**config.mk**
```make
export PLATFORM = sky130hd
export DESIGN_NAME = instr_decode_stage
export DESIGN_NICKNAME = d
export VERILOG_FILES = /design/src/rtl/mips_isa_pkg.sv /design/src/rtl/instr_fifo.sv /design/src/rtl/instr_decode_stage.sv
export SDC_FILE = /design/constraint.sdc
export NUM_CORES = 1
export LEC_CHECK = 0
export BUFFER_PORTS_ARGS = -buffer_cell sky130_fd_sc_hd__buf_2
export CORE_ASPECT_RATIO = 1.4
export CORE_UTILIZATION = 40
export DETAILED_ROUTE_END_ITERATION = 8
export PLACE_DENSITY = 0.64
export SYNTH_ARGS = -nofsm -noshare
export SYNTH_HDL_FRONTEND = slang
export SYNTH_SLANG_ARGS = --single-unit
```
**constraint.sdc**
```tcl
create_clock -name i_clk -period 7.2 [get_ports i_clk]
set_input_delay 1.44 -clock i_clk [delete_from_list [all_inputs] [get_ports i_clk]]
set_output_delay 1.44 -clock i_clk [all_outputs]
set_load 0.02 [all_outputs]
```
**src/rtl/mips_isa_pkg.sv**
```systemverilog
// MIPS opcode/funct constants, the decoded-instruction record and the
// combinational field decoder shared by the decode stage.
package mips_isa_pkg;

  localparam logic [5:0] OP_RTYPE = 6'b000000;
  localparam logic [5:0] OP_J     = 6'b000010;
  localparam logic [5:0] OP_JAL   = 6'b000011;
  localparam logic [5:0] OP_BEQ   = 6'b000100;
  localparam logic [5:0] OP_BNE   = 6'b000101;
  localparam logic [5:0] OP_LB    = 6'b100000;
  localparam logic [5:0] OP_LH    = 6'b100001;
  localparam logic [5:0] OP_LW    = 6'b100011;
  localparam logic [5:0] OP_LBU   = 6'b100100;
  localparam logic [5:0] OP_LHU   = 6'b100101;
  localparam logic [5:0] OP_LWU   = 6'b100111;
  localparam logic [5:0] OP_SB    = 6'b101000;
  localparam logic [5:0] OP_SH    = 6'b101001;
  localparam logic [5:0] OP_SW    = 6'b101011;
  localparam logic [5:0] FN_JR    = 6'b001000;
  localparam logic [5:0] FN_JALR  = 6'b001001;

  typedef struct packed {
    logic [5:0]  opcode;
    logic [5:0]  funct;
    logic [4:0]  rs;
    logic [4:0]  rt;
    logic [4:0]  rd;
    logic [4:0]  sa;
    logic [15:0] imm;
    logic [25:0] addr_offset;
    logic        pc_modify;
    logic        branch;
    logic        addr_type;
    logic [4:0]  link_reg;
    logic [4:0]  addr_reg;
    logic        exc_unknown;
  } dec_fields_t;

  function automatic dec_fields_t decode_instr(input logic [31:0] instr,
                                               input logic [4:0]  link_reg);
    dec_fields_t d;
    d        = '0;
    d.opcode = instr[31:26];
    case (instr[31:26])
      OP_RTYPE: begin
        d.rs = instr[25:21];
        if (instr[5:0] == FN_JR || instr[5:0] == FN_JALR) begin
          // Register jumps report the target register, not the funct code
          d.addr_reg  = instr[25:21];
          d.pc_modify = 1'b1;
          if (instr[5:0] == FN_JALR) begin
            d.rd       = instr[15:11];
            d.link_reg = instr[15:11];
          end
        end else begin
          d.funct = instr[5:0];
          d.rt    = instr[20:16];
          d.rd    = instr[15:11];
          d.sa    = instr[10:6];
        end
      end
      OP_J, OP_JAL: begin
        d.addr_offset = instr[25:0];
        d.pc_modify   = 1'b1;
        d.addr_type   = 1'b1;
        if (instr[31:26] == OP_JAL) d.link_reg = link_reg;
      end
      OP_BEQ, OP_BNE: begin
        d.rs        = instr[25:21];
        d.rt        = instr[20:16];
        d.imm       = instr[15:0];
        d.pc_modify = 1'b1;
        d.branch    = 1'b1;
        d.addr_type = 1'b1;
      end
      6'b001000, 6'b001001, 6'b001010, 6'b001011,
      6'b001100, 6'b001101, 6'b001110, 6'b001111,
      OP_LB, OP_LH, OP_LW, OP_LBU, OP_LHU, OP_LWU,
      OP_SB, OP_SH, OP_SW: begin
        d.rs  = instr[25:21];
        d.rt  = instr[20:16];
        d.imm = instr[15:0];
      end
      default: d.exc_unknown = 1'b1;
    endcase
    return d;
  endfunction

endpackage

```
**src/rtl/instr_fifo.sv**
```systemverilog
// Power-of-two circular instruction buffer with occupancy count and flush.
module instr_fifo
  import mips_isa_pkg::*;
#(
  parameter int DEPTH  = 4,
  parameter int DATA_W = 32
) (
  input  logic                       clk_i,
  input  logic                       rst_ni,
  input  logic                       flush_i,
  input  logic                       push_i,
  input  logic [DATA_W-1:0]          din_i,
  input  logic                       pop_i,
  output logic [DATA_W-1:0]          dout_o,
  output logic                       full_o,
  output logic                       empty_o,
  output logic [$clog2(DEPTH+1)-1:0] count_o
);

  localparam int PTR_W = $clog2(DEPTH);
  localparam int CNT_W = $clog2(DEPTH+1);

  logic [DATA_W-1:0] mem_q [DEPTH];
  logic [PTR_W-1:0]  wr_ptr_q, wr_ptr_d;
  logic [PTR_W-1:0]  rd_ptr_q, rd_ptr_d;
  logic [CNT_W-1:0]  count_q, count_d;
  logic              do_push, do_pop;

  assign full_o  = (count_q == CNT_W'(DEPTH));
  assign empty_o = (count_q == '0);
  assign count_o = count_q;
  assign dout_o  = mem_q[rd_ptr_q];
  assign do_push = push_i && !full_o && !flush_i;
  assign do_pop  = pop_i && !empty_o && !flush_i;

  // Pointers wrap naturally because DEPTH is a power of two
  always_comb begin
    wr_ptr_d = wr_ptr_q;
    rd_ptr_d = rd_ptr_q;
    count_d  = count_q;
    if (flush_i) begin
      wr_ptr_d = '0;
      rd_ptr_d = '0;
      count_d  = '0;
    end else begin
      if (do_push) wr_ptr_d = wr_ptr_q + PTR_W'(1);
      if (do_pop)  rd_ptr_d = rd_ptr_q + PTR_W'(1);
      case ({do_push, do_pop})
        2'b10:   count_d = count_q + CNT_W'(1);
        2'b01:   count_d = count_q - CNT_W'(1);
        default: count_d = count_q;
      endcase
    end
  end

  always_ff @(posedge clk_i or negedge rst_ni) begin
    if (!rst_ni) begin
      wr_ptr_q <= '0;
      rd_ptr_q <= '0;
      count_q  <= '0;
    end else begin
      wr_ptr_q <= wr_ptr_d;
      rd_ptr_q <= rd_ptr_d;
      count_q  <= count_d;
    end
  end

  always_ff @(posedge clk_i) begin
    if (do_push) mem_q[wr_ptr_q] <= din_i;
  end

endmodule

```
**src/rtl/instr_decode_stage.sv**
```systemverilog
// Instruction decode stage: buffers fetched words in instr_fifo, decodes the
// head combinationally and registers the decoded fields for the next stage.
module instr_decode_stage
  import mips_isa_pkg::*;
#(
  parameter int DEPTH    = 4,
  parameter int LINK_REG = 31
) (
  input  logic                       i_clk,
  input  logic                       i_rst_n,
  input  logic [31:0]                i_instr,
  input  logic                       i_valid,
  output logic                       o_ready,
  input  logic                       i_stall,
  input  logic                       i_flush,
  output logic                       o_valid,
  output logic [5:0]                 o_opcode,
  output logic [5:0]                 o_funct,
  output logic [4:0]                 o_rs,
  output logic [4:0]                 o_rt,
  output logic [4:0]                 o_rd,
  output logic [4:0]                 o_sa,
  output logic [15:0]                o_imm,
  output logic [25:0]                o_addr_offset,
  output logic                       o_flg_pc_modify,
  output logic                       o_flg_branch,
  output logic                       o_flg_addr_type,
  output logic [4:0]                 o_link_reg,
  output logic [4:0]                 o_addr_reg,
  output logic                       o_exc_unknown,
  output logic [$clog2(DEPTH+1)-1:0] o_count
);

  logic        full, empty, push, load;
  logic [31:0] head;
  dec_fields_t head_dec, dec_q, dec_d;
  logic        valid_q, valid_d;

  // Ready is held low while reset is asserted so nothing is offered early
  assign o_ready  = i_rst_n && !full;
  assign push     = i_valid && o_ready && !i_flush;
  assign load     = !empty && (!valid_q || !i_stall) && !i_flush;
  assign head_dec = decode_instr(head, 5'(LINK_REG));

  instr_fifo #(.DEPTH(DEPTH), .DATA_W(32)) u_fifo (
    .clk_i   (i_clk),
    .rst_ni  (i_rst_n),
    .flush_i (i_flush),
    .push_i  (push),
    .din_i   (i_instr),
    .pop_i   (load),
    .dout_o  (head),
    .full_o  (full),
    .empty_o (empty),
    .count_o (o_count)
  );

  always_comb begin
    valid_d = valid_q;
    dec_d   = dec_q;
    if (i_flush) begin
      valid_d = 1'b0;
      dec_d   = '0;
    end else if (load) begin
      valid_d = 1'b1;
      dec_d   = head_dec;
    end else if (valid_q && !i_stall) begin
      valid_d = 1'b0;
    end
  end

  always_ff @(posedge i_clk or negedge i_rst_n) begin
    if (!i_rst_n) begin
      valid_q <= 1'b0;
      dec_q   <= '0;
    end else begin
      valid_q <= valid_d;
      dec_q   <= dec_d;
    end
  end

  assign o_valid         = valid_q;
  assign o_opcode        = dec_q.opcode;
  assign o_funct         = dec_q.funct;
  assign o_rs            = dec_q.rs;
  assign o_rt            = dec_q.rt;
  assign o_rd            = dec_q.rd;
  assign o_sa            = dec_q.sa;
  assign o_imm           = dec_q.imm;
  assign o_addr_offset   = dec_q.addr_offset;
  assign o_flg_pc_modify = dec_q.pc_modify;
  assign o_flg_branch    = dec_q.branch;
  assign o_flg_addr_type = dec_q.addr_type;
  assign o_link_reg      = dec_q.link_reg;
  assign o_addr_reg      = dec_q.addr_reg;
  assign o_exc_unknown   = dec_q.exc_unknown;

endmodule

```
==> metrics.csv, run 1 <==
metric,value,unit
fp.dieArea,22000,sq um
dpl.hpwl,12390,um
portBuffers,129,
grt_max_degree,79,
syn_area,8559,sq um
p_seq_frac,0.440,
violations,DRC,
multi_input_area,2185,sq um
critPathRequiredTime,5.76,ns
placeableCoreArea,21050,sq um
grt_usage,0.1680,
synthCells,568,
start_util,0.4067,
p_switching,1.046,mW
grt_pass1_vias,5256,
final_hold_viol_count,0,
status,"finished, violations left",
cts_tree,done,
hold_path_end,o_imm[14]$_DFFE_PN0P_,
avgSynthCellArea,15.07,sq um
finalSetupViolations,0,
crit-reg2reg-launch,u_fifo.rd_ptr_q[0]$_DFFE_PN0P_,
num_rows,63,
clk_transition_reported_paths,0.06,ns
met3WireLength,914,um
ys_top_cells_by_area,"edfxtp_1 45%, dfrtp_1 28%, mux4_2 8.4%",
area_growth_syn_to_layout,19.11,%
synthArstFlopShare,0.4286,
routed_wl,18130,um
drt_pre_antenna_iters,7,
synth_flop_cell,edfxtp_1,
ir_worst_vdd,0.0001938,V
p_leak,4.101,nW
period_needed,3.825,ns
fmax,261.4,MHz
hold_path_depth,2,
cp-end-kind,output port,
min_from,o_imm[14]$_DFFE_PN0P_,
avgRoutedWirePerCell,18.52,um
rsz0062_at_grt,false,
antenna_found_initial,3,
ios,130,
slew_viol_final,0,
clk_latency,0.49,ns
share_comb_of_total_power,0.235,
topRoutingLayerUsed,met5,
clock_power_share,0.325,
drive_above_1_share,0.3078,
final-seq-area,6247,sq um
postCtsResizedCells,0,
cts_buffer_depth,3,
cts_setup_buffers,0,
clock_sinks,224,
yosysSeqAreaShare,0.7297,
netlist.area_leader.share,0.4491,
drtIter0Drc,316,
post-place-ws,3.235,ns
vias,5058,
drc_errors,24,
p_int,2.394,mW
yosys_warnings,0,
worst_slack,3.375,ns
switching_share,0.3041,
synth_fp_nets,610,
vias_per_cell,5.166,
globalRouteOverflowTotal,0,
wl_met2,9292,um
yosysUniqueCellTypes,45,
cts-root-buf,clkbuf_16,
layout.nets,746,
r2r_slack,3.97,ns
tightest_slew,1.021,ns
maxCapViolCount,0,
ant_nets,0,
crit_arrival,2.39,ns
drt-met1-wl,7319,um
grt_pass1_wl,28610,um
die_h,175.1,um
finalClockSkew,0.005498,ns
place_area,9495,sq um
synth_seq_cells,224,
synth_enable_flop_cells,128,
cellPowerDensity,337.4,nW/um^2
crit_fanout,52,
post-route-period-util,0.5313,
critPathKind,input pin to output port,
synth_top_area_cell,edfxtp_1,
start_kind,input pin,
cts_buffers,21,
r2r_cells,5,
final_cell_area,10190,sq um
fillers,1753,
reg2reg_to,o_addr_offset[17]$_DFFE_PN0P_,
setup_tns,0,ns
largest-register,u_fifo.mem_q,
hold_path_class,flip-flop to flip-flop,
gp_congestion,0.8393,
die_width,125.6,um
cts_hold_buf,0,
largest_register_ffs,128,
htree_levels,1,
relSlewSlack,0.3172,
layout make-up:
class,count,share of cell area
Tap cell,260,0.03191
Sequential cell,224,0.6128
Multi-Input combinational cell,314,0.2143
Antenna cell,1,0.0002455
Clock buffer,25,0.05498
Clock inverter,12,0.01338
Timing Repair Buffer,139,0.07094
Inverter,4,0.001473
synthesized netlist by cell type (2+ instances only):
library cell and number:
a21oi_1 8, a21oi_2 2, a41oi_1 5, and2_1 6, and3_1 2, buf_2 6, buf_6 2, clkbuf_1 16
dfrtp_1 96, edfxtp_1 128, ha_1 4, inv_1 4, mux2i_1 3, mux4_2 32, nand2_1 121, nand3_1 2
nor2_1 18, o21ai_0 52, o21ai_1 28, o21ai_2 2, or2_2 2, or3_1 2, xnor2_1 5
cell families after synthesis:
kind of cell	after synthesis	share of synthesized area
muxes	35	0.08771
xor gates and xnor gates	6	0.006139
AOI/OAI and AO/OA	104	0.06973
DFF	224	0.7297
and+or+nand+nor	164	0.08230
adders and majority gates	5	0.008186
buffers and inverters	30	0.01623
cells in the final DEF, fill, tap and decap left out, types with 5 or more instances in the layout:
cell       netlist  routed
edfxtp_1       128     128
a21oi_1          8       8
nor2_1          18      16
dfrtp_1         96      95
o21ai_1         28      28
buf_4            1      11
clkbuf_16        0      21
and2_1           6       6
xnor2_1          5       5
buf_2            6     128
nand2_1        121     121
mux4_2          32      32
o21ai_0         52      52
a41oi_1          5       5
worst max-delay path, cell delays in order:
cell and delay [ns]:
buf_4 0.50, o31a_1 0.23, buf_2 0.16
power by group through the flow:
stage | Combinational, mW | Clock [mW] | Sequential (mW)
floorplan | 0.479 | 0 | 1.61
CTS | 0.822 | 1.14 | 1.51
global placement | 0.801 | 0 | 1.53
finish | 0.808 | 1.12 | 1.51
detailed placement | 0.820 | 0 | 1.54
global route | 0.883 | 1.19 | 1.52
metrics by stage:
| stage | cells | util | power, mW | hold WS, ns |
|---|---|---|---|---|
| after floorplan | 568 | - | 2.092 | 0.5420 |
| after global placement | 941 | 0.4512 | 2.336 | 0.4595 |
| after detailed placement | 941 | 0.4512 | 2.358 | 0.4676 |
| after CTS | 978 | 0.4843 | 3.475 | 0.4823 |
| after global routing | 978 | 0.4843 | 3.592 | 0.4987 |
| final | 979 | 0.4844 | 3.439 | 0.4754 |
worst max-delay path by stage:
stage	start	endpoint	slack, ns	depth (start not counted)
finish	i_rst_n	o_ready	3.37	3
CTS	i_rst_n	o_ready	3.35	3
detailed placement	i_rst_n	u_fifo.count_o[2]$_DFFE_PN0P_	3.23	8
floorplan	i_stall	u_fifo.count_o[2]$_DFFE_PN0P_	3.90	9
global placement	i_rst_n	u_fifo.count_o[2]$_DFFE_PN0P_	3.34	8
global route	i_rst_n	o_ready	3.28	3
per-layer routing:
layer / global-route usage / up-vias
met5: 0 / -
li1: - / 2353
met1: 0.2008 / 2518
met4: 0.06606 / 4
met3: 0.03031 / 50
met2: 0.2991 / 133
No activity file was read; power rests on OpenSTA's default activity.
==> run 2: changes to the inputs <==
Settings changed: PLACE_DENSITY 0.64 to 0.66.
Clock period 7.2 ns to 3.29 ns, I/O delays scaled along.
==> run 2 against run 1 <==
The run still ends with DRC left; global-route usage up 0.78 points; hold slack worse by 0.13 ns; utilization down 0.18 points; combinational power up 110%; total power up 110%; final cell count up 0.31%; critical path depth up 3; final area down 0.38%; die area unchanged; non-clock buffer count up 4; largest power group unchanged.
==> metrics.csv, run 2 (synthesis results as in run 1) <==
metric,value,unit,change
crit-reg2reg-launch,u_fifo.rd_ptr_q[0]$_DFFE_PN0P_,,
fillers,1797,,+2.5%
htree_levels,1,,unchanged
area_growth_syn_to_layout,18.65,%,
largest_register_ffs,128,,unchanged
cts_hold_buf,0,,unchanged
start_kind,flip-flop,,
grt_pass1_vias,5363,,+2.0%
vias,5146,,+1.7%
dpl.hpwl,13360,um,+7.8%
cp-end-kind,flip-flop,,
critPathKind,flip-flop to flip-flop,,
maxCapViolCount,0,,unchanged
placeableCoreArea,21050,sq um,unchanged
globalRouteOverflowTotal,0,,unchanged
multi_input_area,2185,sq um,unchanged
gp_congestion,0.8545,,+1.8%
status,"finished, violations left",,
clk_transition_reported_paths,0.06,ns,about the same
violations,DRC,,
portBuffers,129,,unchanged
ir_worst_vdd,0.0003678,V,+90%
drtIter0Drc,382,,+21%
slowest_stage,dfrtp_2,,
share_comb_of_total_power,0.236,,about the same
cts_buffers,21,,unchanged
slew_viol_final,0,,unchanged
final_cell_area,10160,sq um,-0.38%
drive_above_1_share,0.3089,,+0.001065
cts-root-buf,clkbuf_16,,
finalSetupViolations,0,,unchanged
fmax,368.0,MHz,
period_needed,2.718,ns,
antenna_found_initial,3,,unchanged
ant_nets,0,,unchanged
p_int,5.053,mW,+110%
p_leak,4.081,nW,-0.49%
total_power,7.328,mW,+110%
crit_arrival,3.07,ns,+0.68 ns
grt_max_degree,79,,unchanged
postCtsResizedCells,0,,unchanged
vias_per_cell,5.240,,+1.4%
drt_pre_antenna_iters,7,,unchanged
switching_share,0.3104,,+0.006390
largest-register,u_fifo.mem_q,,
endpoint,o_rt[0]$_DFFE_PN0P_,,
finalClockSkew,0.01485,ns,+0.009351 ns
final-seq-area,6247,sq um,unchanged
r2r_cells,6,,+1
clock_sinks,224,,unchanged
cp_cell_sequence,"buf_4, mux4_2, nor2_1, nand3_1, a22oi_2, o21ai_1",,
place_area,9525,sq um,+0.32%
cp.buffers_inverters,1,,-1
cts_tree,done,,
cts_buffer_depth,3,,unchanged
num_rows,63,,unchanged
startpoint,u_fifo.rd_ptr_q[0]$_DFFE_PN0P_,,
avgRoutedWirePerCell,19.29,um,+4.1%
die_width,125.6,um,unchanged
clk_latency,0.49,ns,about the same
drc_errors,11,,-54%
p_switching,2.275,mW,+120%
die_h,175.1,um,unchanged
setup_tns,0,ns,unchanged
critPathRequiredTime,3.64,ns,-2.12 ns
routed_wl,18940,um,+4.4%
finalNonFillerCells,982,,+0.31%
max_stage_delay,0.74,ns,+0.24 ns
fp.dieArea,22000,sq um,unchanged
reg2reg_to,o_rt[0]$_DFFE_PN0P_,,
layout.nets,750,,+0.54%
final_hold_viol_count,0,,unchanged
n_antenna_cell,0,,-1
tightest_slew,0.7460,ns,-0.2753 ns
layout_common_cells,"128 x buf_2, 128 x edfxtp_1, 121 x nand2_1, 95 x dfrtp_1, 52 x o21ai_0",,
start_util,0.4067,,unchanged
cp_top_family,flip-flops,,
grt_pass1_wl,29680,um,+3.8%
post-route-period-util,0.8260,,
clock_power_share,0.304,,-0.021
r2r_slack,0.57,ns,-3.40 ns
p_seq_frac,0.460,,+0.020
grt_usage,0.1758,,+0.007844
cp_num_cells,6,,+3
cts_setup_buffers,0,,unchanged
hold_path_class,input pin to async pin,,
rsz0062_at_grt,false,,
place_inst,945,,+0.43%
cellPowerDensity,721.6,nW/um^2,+110%
ios,130,,unchanged
crit_fanout,17,,-67%
relSlewSlack,0.5026,,+0.1854
## run 2: cell count changes in the layout (fill, tap and decap cells not counted)
cell	change
buf_4	+4
clkinv_1	+1
clkinv_2	-1
clkinv_4	+1
clkbuf_1	+1
diode_2	-1
bufinv_16	-2
clkinvlp_2	+2
clkbuf_8	-2
## run 2: final cells by class
class	count	area share
clock inverters	13	0.009240
repair buffers	143	0.07417
well taps	260	0.03203
multi-input cells	314	0.2151
flip-flops and latches	224	0.6151
clock buffers	24	0.05285
inverters	4	0.001478
## run 2: worst min path at each step
stage / from / to / slack [ns]
finish: i_rst_n / o_addr_offset[8]$_DFFE_PN0P_ / 0.35
global route: i_instr[8] / u_fifo.mem_q[3][8]$_DFFE_PP_ / 0.38
CTS: i_instr[31] / u_fifo.mem_q[2][31]$_DFFE_PP_ / 0.36
detailed placement: o_addr_offset[23]$_DFFE_PN0P_ / o_addr_offset[23]$_DFFE_PN0P_ / 0.47
global placement: o_addr_offset[11]$_DFFE_PN0P_ / o_addr_offset[11]$_DFFE_PN0P_ / 0.46
floorplan: i_rst_n / o_addr_offset[0]$_DFFE_PN0P_ / 0.36
## run 2: stage by stage
step / utilization / setup slack, ns / hold WS, ns
finish: 0.4826 / 0.5724 / 0.3498
detailed placement: 0.4526 / 0.5268 / 0.4653
CTS: 0.4826 / 0.5056 / 0.3645
floorplan: - / 0.6504 / 0.3624
global route: 0.4826 / 0.3942 / 0.3752
global placement: 0.4526 / 0.5605 / 0.4564
## run 2: metal layers
layer	up-vias	track usage	routed length (um)
met3	49	0.03154	1005
met5	-	0	37
met2	162	0.3157	9965
li1	2347	-	-
met1	2582	0.2078	7284
met4	6	0.06961	646
## run 2: worst reg2reg max path: stages (launching register included)
cell and delay (ns):
dfrtp_2 0.74, buf_4 0.35, mux4_2 0.57, nor2_1 0.16, nand3_1 0.21, a22oi_2 0.42, o21ai_1 0.15
## run 2: power by group through the flow
stage | sequential, mW | clock [mW] | combinational, mW
after floorplan | 3.53 | 0 | 1.05
after global placement | 3.42 | 0 | 1.70
after global routing | 3.40 | 2.38 | 1.87
after detailed placement | 3.43 | 0 | 1.74
final | 3.37 | 2.23 | 1.73
after CTS | 3.37 | 2.27 | 1.74
==> run 3: changes to the inputs <==
Settings changed: ABC_AREA set to 1, PLACE_DENSITY 0.66 to 0.63.
Clock period 3.29 ns to 2.7 ns, I/O delays scaled along.
==> run 3 against run 2 <==
Final area grew 5.9%; highest routed layer is now met4; the flow now finishes without violations; clock skew decreased by 0.0056 ns; critical path type is now input pin to output port; critical endpoint is now o_ready; non-clock buffer count grew 3; largest cell class unchanged; critical path depth is 1 lower; first-iteration DRC count shrank 1.3%.
==> metrics.csv, run 3 <==
metric,value,unit,change
placeableCoreArea,22020,sq um,+4.6%
synth.most_common_cell,nand2_1,,
avgRoutedWirePerCell,16.40,um,-15%
portBuffers,129,,unchanged
synth_fp_nets,834,,+37%
routed_wl,20340,um,+7.4%
finalClockSkew,0.009212,ns,-0.005637 ns
vias_per_cell,4.912,,-6.3%
max_stage_delay,0.53,ns,-0.21 ns
r2r_cells,11,,+5
hold_path_class,input pin to flip-flop,,
ir_worst_vdd,0.0004860,V,+32%
synth_common_cells,"270 x nand2_1, 128 x edfxtp_1, 96 x dfrtp_1",,
crit_fanout,19,,+2
maxCapViolCount,0,,unchanged
ant_nets,0,,unchanged
drt_pre_antenna_iters,6,,-1
grt_pass1_wl,32360,um,+9.0%
grt_pass1_vias,5952,,+11%
fp.dieArea,23190,sq um,+5.4%
area_growth_syn_to_layout,19.11,%,
clk_transition_reported_paths,0.06,ns,about the same
postCtsResizedCells,0,,unchanged
largest-register,u_fifo.mem_q,,
grt_max_degree,80,,+1.3%
ys_top_cells_by_area,"edfxtp_1 43%, dfrtp_1 27%, nand2_1 11%",,
cts_buffers,22,,+4.8%
ios,130,,unchanged
crit-reg2reg-launch,u_fifo.rd_ptr_q[0]$_DFFE_PN0P_,,
start_util,0.4101,,+0.003363
htree_levels,1,,unchanged
num_rows,64,,+1.6%
yosysSeqAreaShare,0.6917,,-0.03802
status,"finished, final reports clean",,
synth_flop_cell,edfxtp_1,,
antenna_found_initial,2,,-1
cellPowerDensity,965.4,nW/um^2,+34%
dpl.hpwl,13550,um,+1.4%
start_kind,input pin,,
yosysUniqueCellTypes,37,,-18%
crit_top_cell,buf_4,,
cts_buffer_depth,3,,unchanged
cp-end-kind,output port,,
clock_sinks,224,,unchanged
finalNonFillerCells,1240,,+26%
layout.nets,967,,+29%
r2r_slack,0.49,ns,-0.08 ns
clk_latency,0.50,ns,about the same
synthArstFlopShare,0.4286,,unchanged
synth_seq_cells,224,,unchanged
grt_usage,0.1801,,+0.004258
cp_cell_sequence,"dlygate4sd3_1, buf_4, buf_4, and2_1, buf_2",,
synthCells,792,,+39%
synth_enable_flop_cells,128,,unchanged
drc_errors,0,,-11
mostFrequentLayoutCell,nand2_1,,
fmax,436.4,MHz,
cp.buffers_inverters,4,,+3
critPathKind,input pin to output port,,
globalRouteOverflowTotal,0,,unchanged
die_h,179.8,um,+2.7%
slowest_stage,dlygate4sd3_1,,
hold_path_end,u_fifo.mem_q[3][2]$_DFFE_PP_,,
final_util,0.4884,,+0.005857
yosys_warnings,0,,unchanged
hold_path_depth,1,,
final_cell_area,10760,sq um,+5.9%
largest_register_ffs,128,,unchanged
post-place-ws,0.5159,ns,-0.01086 ns
post-route-period-util,0.8488,,
syn_area,9030,sq um,+5.5%
period_needed,2.292,ns,
fillers,2017,,+12%
synth_top_area_cell,edfxtp_1,,
cp_top_family,buffers and inverters,,
cts_tree,done,,
place_inst,1197,,+27%
avgSynthCellArea,11.40,sq um,-24%
finalSetupViolations,0,,unchanged
vias,6091,,+18%
final_hold_viol_count,0,,unchanged
p_leak,4.792,nW,+17%
tightest_slew,0.9725,ns,+0.2265 ns
layout_common_cells,"270 x nand2_1, 128 x buf_2, 128 x edfxtp_1, 95 x dfrtp_1, 44 x nand3_1",,
rsz0062_at_grt,false,,
critPathRequiredTime,2.16,ns,-1.48 ns
cts-root-buf,clkbuf_16,,
gp_congestion,0.7826,,-8.4%
min_from,i_instr[2],,
drive_above_1_share,0.2380,,-0.07082
die_width,129.0,um,+2.7%
relSlewSlack,0.3517,,-0.1510
drtIter0Drc,377,,-1.3%
crit_arrival,1.75,ns,-1.32 ns
netlist.area_leader.share,0.4257,,-0.02340
place_area,10030,sq um,+5.3%
reg2reg_to,o_rs[3]$_DFFE_PN0P_,,
slew_viol_final,0,,unchanged
worst_slack,0.4083,ns,-0.1641 ns
setup_tns,0,ns,unchanged
run 3: changes by cell type after synthesis, sizes merged, moves of 16 or more:
| cell | before | now |
|---|---|---|
| nand2 | 123 | 283 |
| nand3 | 2 | 52 |
| a21oi | 10 | 42 |
| mux4 | 32 | 0 |
| inv | 4 | 31 |
| a22oi | 1 | 20 |
| o21ai | 82 | 66 |
run 3: area by class of cell:
class	instances	area, sq um	area share
multi-input cells	500	2454	0.2281
repair buffers	146	853.3	0.07934
clock inverters	12	93.84	0.008725
well taps	297	371.6	0.03455
diodes	2	5.005	0.0004653
clock buffers	28	614.3	0.05712
flip-flops and latches	224	6247	0.5809
inverters	31	116.4	0.01082
run 3: worst max path at each step:
stage	startpoint	end	slack [ns]	cells past startpoint
after CTS	i_rst_n	o_ready	0.40	5
after global routing	u_fifo.rd_ptr_q[0]$_DFFE_PN0P_	o_rs[3]$_DFFE_PN0P_	0.32	11
after detailed placement	u_fifo.rd_ptr_q[0]$_DFFE_PN0P_	o_rs[3]$_DFFE_PN0P_	0.52	11
after floorplan	u_fifo.count_o[0]$_DFFE_PN0P_	u_fifo.mem_q[2][0]$_DFFE_PP_	-0.16	6
after global placement	u_fifo.rd_ptr_q[0]$_DFFE_PN0P_	o_rs[4]$_DFFE_PN0P_	0.58	11
final	i_rst_n	o_ready	0.41	5
run 3: worst register-to-register path, cell delays in order, from the launching register on:
cell	delay, ns
dfrtp_2	0.37
buf_4	0.35
buf_4	0.39
nand2_1	0.09
nand3_1	0.12
nand2_2	0.09
nand3_4	0.11
nor2_8	0.06
inv_2	0.15
nand3_2	0.18
nand3_1	0.12
nand2_1	0.06
run 3: cell families (layout without fill, tap and decap cells):
family / Yosys count / in the layout / share of synthesized area
simple gates: 361 / 361 / 0.1767
flops: 224 / 224 / 0.6917
compound gates: 132 / 132 / 0.08425
buf+inv: 68 / 217 / 0.03769
fa+ha+maj: 5 / 5 / 0.007760
xor+xnor: 2 / 2 / 0.001940
other cells: 0 / 2 / 0
run 3: timing repair:
action,CTS,global route
setup buffers,0,0
hold buffers,1,0
endpoints found under the hold margin,16,0
run 3: power by group:
group	total [mW]	switching (mW)	leakage (nW)	internal [mW]
sequential	4.08	0.178	2.48	3.91
clock	2.97	1.26	0.349	1.71
combinational	3.33	2.43	1.96	0.893
run 3: stage by stage:
step / power [mW] / hold WS (ns)
floorplan: 6.525 / 0.2444
global placement: 7.456 / 0.4612
detailed placement: 7.503 / 0.4633
CTS: 10.48 / 0.2370
global route: 10.96 / 0.2441
finish: 10.38 / 0.2500
run 3: layer usage:
layer,wire length (um),part of all wire,vias to the layer above,GRT usage
li1,-,-,2963,-
met1,8803,0.43,2957,0.2307
met2,10190,0.50,144,0.3101
met3,970,0.048,27,0.02946
met4,378,0.019,0,0.05412
met5,0,0,-,0
